### src/rtl/tmr_scrub_pkg.sv
// Shared types and helpers for the TMR bank scrubber.
package tmr_scrub_pkg;

  typedef enum logic [2:0] {
    S_IDLE  = 3'd0,
    S_READ  = 3'd1,
    S_CHECK = 3'd2,
    S_WRITE = 3'd3,
    S_NEXT  = 3'd4
  } state_e;

  // Widest word maj3 handles; narrower callers zero-extend and truncate the result.
  localparam int unsigned MAJ_MAXW = 64;

  function automatic logic [MAJ_MAXW-1:0] maj3(input logic [MAJ_MAXW-1:0] a,
                                               input logic [MAJ_MAXW-1:0] b,
                                               input logic [MAJ_MAXW-1:0] c);
    return (a & b) | (a & c) | (b & c);
  endfunction

endpackage

### src/rtl/tmr_word_voter.sv
// Bitwise majority vote of three copies plus disagreement classification.
module tmr_word_voter
  import tmr_scrub_pkg::*;
#(
  parameter int unsigned WIDTH = 8
) (
  input  logic [WIDTH-1:0] a,
  input  logic [WIDTH-1:0] b,
  input  logic [WIDTH-1:0] c,
  output logic [WIDTH-1:0] vote,
  output logic             mismatch,
  output logic             multi
);

  assign vote     = WIDTH'(maj3(MAJ_MAXW'(a), MAJ_MAXW'(b), MAJ_MAXW'(c)));
  assign mismatch = !((a == b) && (b == c));
  assign multi    = (a != b) && (a != c) && (b != c);

endmodule

### src/rtl/tmr_scrub_ctrl.sv
// Scrub sequencer for a triplicated register bank: read, vote, repair, count.
module tmr_scrub_ctrl
  import tmr_scrub_pkg::*;
#(
  parameter int unsigned WIDTH  = 8,
  parameter int unsigned DEPTH  = 16,
  parameter int unsigned PERIOD = 1024,
  parameter int unsigned CNTW   = 8
) (
  input  logic                     clk,
  input  logic                     rst,
  input  logic                     start,
  input  logic                     auto_en,
  input  logic                     usr_req,
  input  logic                     err_clr,
  output logic [$clog2(DEPTH)-1:0] mem_addr,
  output logic                     mem_re,
  output logic                     mem_we,
  input  logic [WIDTH-1:0]         mem_rdata_a,
  input  logic [WIDTH-1:0]         mem_rdata_b,
  input  logic [WIDTH-1:0]         mem_rdata_c,
  output logic [WIDTH-1:0]         mem_wdata,
  output logic                     busy,
  output logic                     done,
  output logic [CNTW-1:0]          err_cnt,
  output logic                     err_flag,
  output logic                     multi_flag
);

  localparam int unsigned AW = $clog2(DEPTH);
  localparam int unsigned TW = $clog2(PERIOD);

  state_e            state_q, state_d;
  logic [AW-1:0]     addr_q, addr_d;
  logic [TW-1:0]     timer_q, timer_d;
  logic              busy_q, busy_d;
  logic              done_q, done_d;
  logic [WIDTH-1:0]  vote_q, vote_d;
  logic              wmulti_q, wmulti_d;
  logic [CNTW-1:0]   cnt_q, cnt_d;
  logic              eflag_q, eflag_d;
  logic              mflag_q, mflag_d;

  logic [WIDTH-1:0]  v_vote;
  logic              v_mismatch;
  logic              v_multi;

  tmr_word_voter #(.WIDTH(WIDTH)) u_voter (
    .a        (mem_rdata_a),
    .b        (mem_rdata_b),
    .c        (mem_rdata_c),
    .vote     (v_vote),
    .mismatch (v_mismatch),
    .multi    (v_multi)
  );

  // Next-state, counters and statistics.
  always_comb begin
    state_d  = state_q;
    addr_d   = addr_q;
    timer_d  = '0;
    busy_d   = busy_q;
    done_d   = 1'b0;
    vote_d   = vote_q;
    wmulti_d = wmulti_q;
    cnt_d    = cnt_q;
    eflag_d  = eflag_q;
    mflag_d  = mflag_q;

    case (state_q)
      S_IDLE: begin
        if (start || (auto_en && (timer_q == TW'(PERIOD - 1)))) begin
          state_d = S_READ;
          addr_d  = '0;
          busy_d  = 1'b1;
        end else if (auto_en) begin
          timer_d = timer_q + TW'(1);
        end
      end
      S_READ: begin
        if (!usr_req) state_d = S_CHECK;
      end
      S_CHECK: begin
        vote_d   = v_vote;
        wmulti_d = v_multi;
        // A user access may have changed the word, so the vote is stale: re-read.
        if (usr_req)         state_d = S_READ;
        else if (v_mismatch) state_d = S_WRITE;
        else                 state_d = S_NEXT;
      end
      S_WRITE: begin
        if (usr_req) begin
          state_d = S_READ;
        end else begin
          state_d = S_NEXT;
          if (cnt_q != '1) cnt_d = cnt_q + CNTW'(1);
          eflag_d = 1'b1;
          if (wmulti_q) mflag_d = 1'b1;
        end
      end
      S_NEXT: begin
        if (addr_q == AW'(DEPTH - 1)) begin
          state_d = S_IDLE;
          done_d  = 1'b1;
          busy_d  = 1'b0;
          addr_d  = '0;
        end else begin
          addr_d  = addr_q + AW'(1);
          state_d = S_READ;
        end
      end
      default: state_d = S_IDLE;
    endcase

    if (err_clr) begin
      cnt_d   = '0;
      eflag_d = 1'b0;
      mflag_d = 1'b0;
    end
  end

  always_ff @(posedge clk) begin
    if (rst) begin
      state_q  <= S_IDLE;
      addr_q   <= '0;
      timer_q  <= '0;
      busy_q   <= 1'b0;
      done_q   <= 1'b0;
      vote_q   <= '0;
      wmulti_q <= 1'b0;
      cnt_q    <= '0;
      eflag_q  <= 1'b0;
      mflag_q  <= 1'b0;
    end else begin
      state_q  <= state_d;
      addr_q   <= addr_d;
      timer_q  <= timer_d;
      busy_q   <= busy_d;
      done_q   <= done_d;
      vote_q   <= vote_d;
      wmulti_q <= wmulti_d;
      cnt_q    <= cnt_d;
      eflag_q  <= eflag_d;
      mflag_q  <= mflag_d;
    end
  end

  // Strobes decode registered state but yield to a same-cycle user access.
  assign mem_re     = (state_q == S_READ)  && !usr_req;
  assign mem_we     = (state_q == S_WRITE) && !usr_req;
  assign mem_addr   = addr_q;
  assign mem_wdata  = vote_q;
  assign busy       = busy_q;
  assign done       = done_q;
  assign err_cnt    = cnt_q;
  assign err_flag   = eflag_q;
  assign multi_flag = mflag_q;

endmodule

### config.mk
export PLATFORM = sky130hd
export DESIGN_NAME = tmr_scrub_ctrl
export DESIGN_NICKNAME = d
export VERILOG_FILES = /design/src/rtl/tmr_scrub_pkg.sv /design/src/rtl/tmr_word_voter.sv /design/src/rtl/tmr_scrub_ctrl.sv
export SDC_FILE = /design/constraint.sdc
export NUM_CORES = 1
export LEC_CHECK = 0
export CAP_MARGIN = 20
export CELL_PAD_IN_SITES_DETAIL_PLACEMENT = 1
export CELL_PAD_IN_SITES_GLOBAL_PLACEMENT = 1
export CORE_MARGIN = 2
export CORE_UTILIZATION = 37
export CTS_BUF_LIST = sky130_fd_sc_hd__clkbuf_4
export CTS_CLUSTER_SIZE = 16
export DETAILED_ROUTE_END_ITERATION = 10
export PLACE_DENSITY = 0.87
export SLEW_MARGIN = 20
export SYNTH_ARGS = -nofsm -noshare
export SYNTH_HDL_FRONTEND = slang
export SYNTH_SLANG_ARGS = --single-unit
### constraint.sdc
create_clock -name clk -period 1.8 [get_ports clk]
set_clock_uncertainty 0.1 [all_clocks]
set_input_delay 0.36 -clock clk [delete_from_list [all_inputs] [get_ports clk]]
set_output_delay 0.36 -clock clk [all_outputs]
set_load 0.005 [all_outputs]
==> load_flow_metrics.sql <==
INSERT INTO impl_metrics (metric_group, metric, value, unit) VALUES
('timing', 'timing_worst_slew_pin_value', '0.386', 'ns'),
('yosys', 'yosysWarningCount', '0', ''),
('placement', 'detailed_place_hpwl', '5170', 'um'),
('critical_path', 'worstSetupStartpoint', 'mem_rdata_b[7]', ''),
('routing', 'finalWirelength', '7790', 'um'),
('yosys', 'synth_seq_area_share', '37.7', '%'),
('timing', 'fin_crit_sh', '104', '%'),
('timing', 'drv_slew', '0', ''),
('floorplanning', 'core_outline_area', '5170', 'um2'),
('floorplanning', 'die_w', '77.9', 'um'),
('pwr', 'irDropWorstVdd', '0.251', 'mV'),
('critical_path', 'startpoint_type', 'input pin', ''),
('finish', 'nNetsFinal', '374', ''),
('clock_network', 'ctsRootBufferMaster', 'clkbuf_4', ''),
('finish', 'layout-area-overhead-vs-synth', '58.0', '%'),
('timing', 'final_critical_path_setup_slack', '-0.0752', 'ns'),
('placement', 'dpl_worst_slack', '-0.781', 'ns'),
('floorplanning', 'ioPinCount', '56', ''),
('critical_path', 'setup_crit_path_kind', 'in2reg', ''),
('clock_network', 'insertion_delay', '0.35', 'ns'),
('yosys', 'syn-num-nets', '283', ''),
('timing', 'finalWorstPathRequiredPeriod', '1.88', 'ns'),
('routing', 'ant_nets', '0', ''),
('floorplanning', 'placement_rows', '26', ''),
('routing', 'detail_route.drc_violations', '0', ''),
('run_status', 'violations_in_the_final_reports', 'negative setup slack', ''),
('finish', 'final_cell_area', '3190', 'um2'),
('yosys', 'synth_largest_area_cell', 'dfxtp_1', ''),
('timing', 'setup_viol', '2', ''),
('grt', 'global_route_wire_length_before_repair', '11400', 'um'),
('placement', 'placement.io_buffers', '55', ''),
('min_path', 'min-delay-start', 'usr_req', ''),
('routing', 'routedWlPerCell', '20.1', 'um'),
('yosys', 'yosys_most_used_dff', 'dfxtp_1', ''),
('placement', 'gpl.final_weighted_congestion', '0.773', ''),
('yosys', 'yosys.cell_count.top_type', 'dfxtp_1', ''),
('yosys', 'synth_seq_cells', '38', ''),
('clock_network', 'clock_tree.buffer_depth', '2', ''),
('yosys', 'ys_async_sr_fraction', '0', '%'),
('finish', 'n_antenna_cell', '0', ''),
('routing', 'drt_iter0_drc', '77', ''),
('critical_path', 'critical_path_arrival', '2.02', 'ns'),
('placement', 'detailed_place.area', '2860', 'um2'),
('routing', 'dr.pass1.iters', '4', ''),
('floorplanning', 'die_footprint', '6060', 'um2'),
('critical_path', 'crit_path_end_kind', 'register', ''),
('grt', 'maximum_number_of_pins_on_one_net_before_global_route_repair', '20', ''),
('yosys', 'post_synth_main_area_contributors', 'dfxtp_1, ha_1, nor2_1', ''),
('yosys', 'syn_area_per_cell', '8.93', 'um2'),
('clock_network', 'cts_buffers', '5', ''),
('clock_network', 'clkSlewWorstSetupHoldPaths', '0.12', 'ns'),
('clock_network', 'clock_tree_from_tritoncts', 'yes', ''),
('routing', 'detail_route.vias_per_cell', '5.60', ''),
('grt', 'number_of_global_route_vias_before_repair', '2445', ''),
('timing', 'rsz0062_at_grt', 'yes', ''),
('floorplanning', 'initial_utilization', '39.0', '%'),
('flow_run', 'max-cap-violations', '0', ''),
('routing', 'vias', '2171', ''),
('timing', 'whs', '0.376', 'ns'),
('yosys', 'syn-instance-count', '226', ''),
('floorplanning', 'die_height', '77.9', 'um'),
('critical_path', 'critical_path.max_fanout', '3', ''),
('yosys', 'synth_cell_types', '39', ''),
('timing', 'maxSlewHeadroom', '74.0', '%'),
('run_status', 'status', 'complete, but fails checks', ''),
('timing', 'maxClockFrequency', '0.533', 'GHz'),
('grt', 'global_route.usage.total', '24.7', '%'),
('placement', 'post-place-cells', '374', ''),
('yosys', 'synth_common_cells', 'dfxtp_1, nor2_1, ha_1, nor3_1, nand2_1', ''),
('clock_network', 'cts_num_sinks', '38', ''),
('yosys', 'synth_top_area_share', '37.7', '%'),
('pwr', 'p_leak', '1.23', 'nW'),
('critical_path', 'required', '1.94', 'ns'),
('yosys', 'synth_edf_count', '0', ''),
('finish', 'layout-drive-gt1-share', '26.4', '%'),
('timing', 'timing.final.hold_violations', '0', ''),
('pwr', 'power_density', '590', 'nW/um2'),
('grt', 'globalRouteOverflowTotal', '0', ''),
('grt', 'number_of_antenna_violations_at_the_first_check_in_global_routing', '0', ''),
('finish', 'stdcell_count', '388', ''),
('min_path', 'path_type_of_the_worst_min_delay_path', 'in2reg', ''),
('yosys', 'synth.cell_area', '2020', 'um2'),
('critical_path', 'rr_startpoint', 'timer_q[0]$_SDFF_PP0_', ''),
('clock_network', 'h-tree-depth', '2', '');
-- through the flow --
step / total power, mW / TNS (ns) / utilization [%]
global placement: 1.17 / -4.62 / 55.3
global route: 1.96 / -0.203 / 61.7
floorplan: 1.00 / 0 / -
detailed placement: 1.20 / -6.45 / 55.3
finish: 1.88 / -0.0807 / 61.7
CTS: 1.83 / 0 / 59.3
-- cell usage in the layout (no fill, tap or decap), types with 3 or more instances in the layout --
cell type,n
a21oi_1,11
ha_1,16
dlygate4sd2_1,17
xor2_1,3
nand2_1,13
nand2b_1,3
clkdlybuf4s50_1,27
a211oi_1,10
dfxtp_2,12
dlymetal6s2s_1,4
buf_4,36
nand4_1,6
clkbuf_4,7
xnor2_1,7
nand3_1,9
dfxtp_1,26
and3_1,4
clkbuf_2,5
inv_1,10
nor4_1,3
ha_4,10
nor3_1,13
nor2_1,29
nor4_4,4
-- where the power goes --
| part | total [mW] | leakage [nW] | switching (mW) | internal, mW |
|---|---|---|---|---|
| Sequential | 0.871 | 0.313 | 0.0124 | 0.859 |
| Combinational | 0.392 | 0.872 | 0.195 | 0.197 |
| Clock | 0.618 | 0.0463 | 0.293 | 0.325 |
-- per-layer routing --
layer | part of all wire (%) | vias to the layer above | GRT usage, %
li1 | - | 1015 | -
met1 | 36 | 1032 | 22.5
met2 | 53 | 88 | 47.8
met3 | 4.2 | 36 | 5.00
met4 | 6.6 | 0 | 17.5
met5 | 0 | - | 0
-- critical path, stage by stage --
cell             delay (ns)
clkdlybuf4s15_1        0.28
ha_4                   0.28
nor4_4                 0.28
buf_4                  0.16
nand4_1                0.22
a221oi_2               0.35
a211oi_1               0.09
-- logic make-up (layout without fill, tap and decap cells) --
group	after synthesis	count (layout)	share of synthesized area (%)
and+or+nand+nor	93	93	22.9
muxes	1	1	0.496
DFF	38	38	37.7
AOI/OAI and AO/OA	39	39	13.9
xor gates and xnor gates	10	10	4.34
buffers and inverters	18	110	3.84
adders and majority gates	27	27	16.7
-- final timing paths --
kind / slack (ns) / endpoint / depth (start not counted)
worst max-delay path: -0.08 / state_q[0]$_SDFFE_PP0P_ / 7
worst min-delay path: 0.38 / state_q[1]$_SDFFE_PP0P_ / 3
worst max register to register: 0.04 / state_q[0]$_SDFFE_PP0P_ / 5
worst min register to register: 0.39 / err_cnt[1]$_SDFFE_PP0P_ / 2
-- cell type report --
cell class | count | area (um2)
Clock buffer | 7 | 52.6
Clock inverter | 1 | 30.0
Fill cell | 553 | 1980
Inverter | 10 | 37.5
Multi-Input combinational cell | 170 | 1400
Sequential cell | 38 | 776
Tap cell | 70 | 87.6
Timing Repair Buffer | 92 | 805
-- timing repair --
item                       CTS  global route
resized for setup           44            33
setup buffers                4             2
gates cloned                 0             0
hold buffers                 0             0
setup endpoints to repair   10            25
pin swaps                   21            14
-- registers in the layout (all words and copies together), names as in the netlist --
name        cells
busy            1
done            1
err_cnt         8
err_flag        1
mem_addr        4
mem_wdata       8
multi_flag      1
state_q         3
timer_q        10
wmulti_q        1
(Power assumes the default switching activity.)
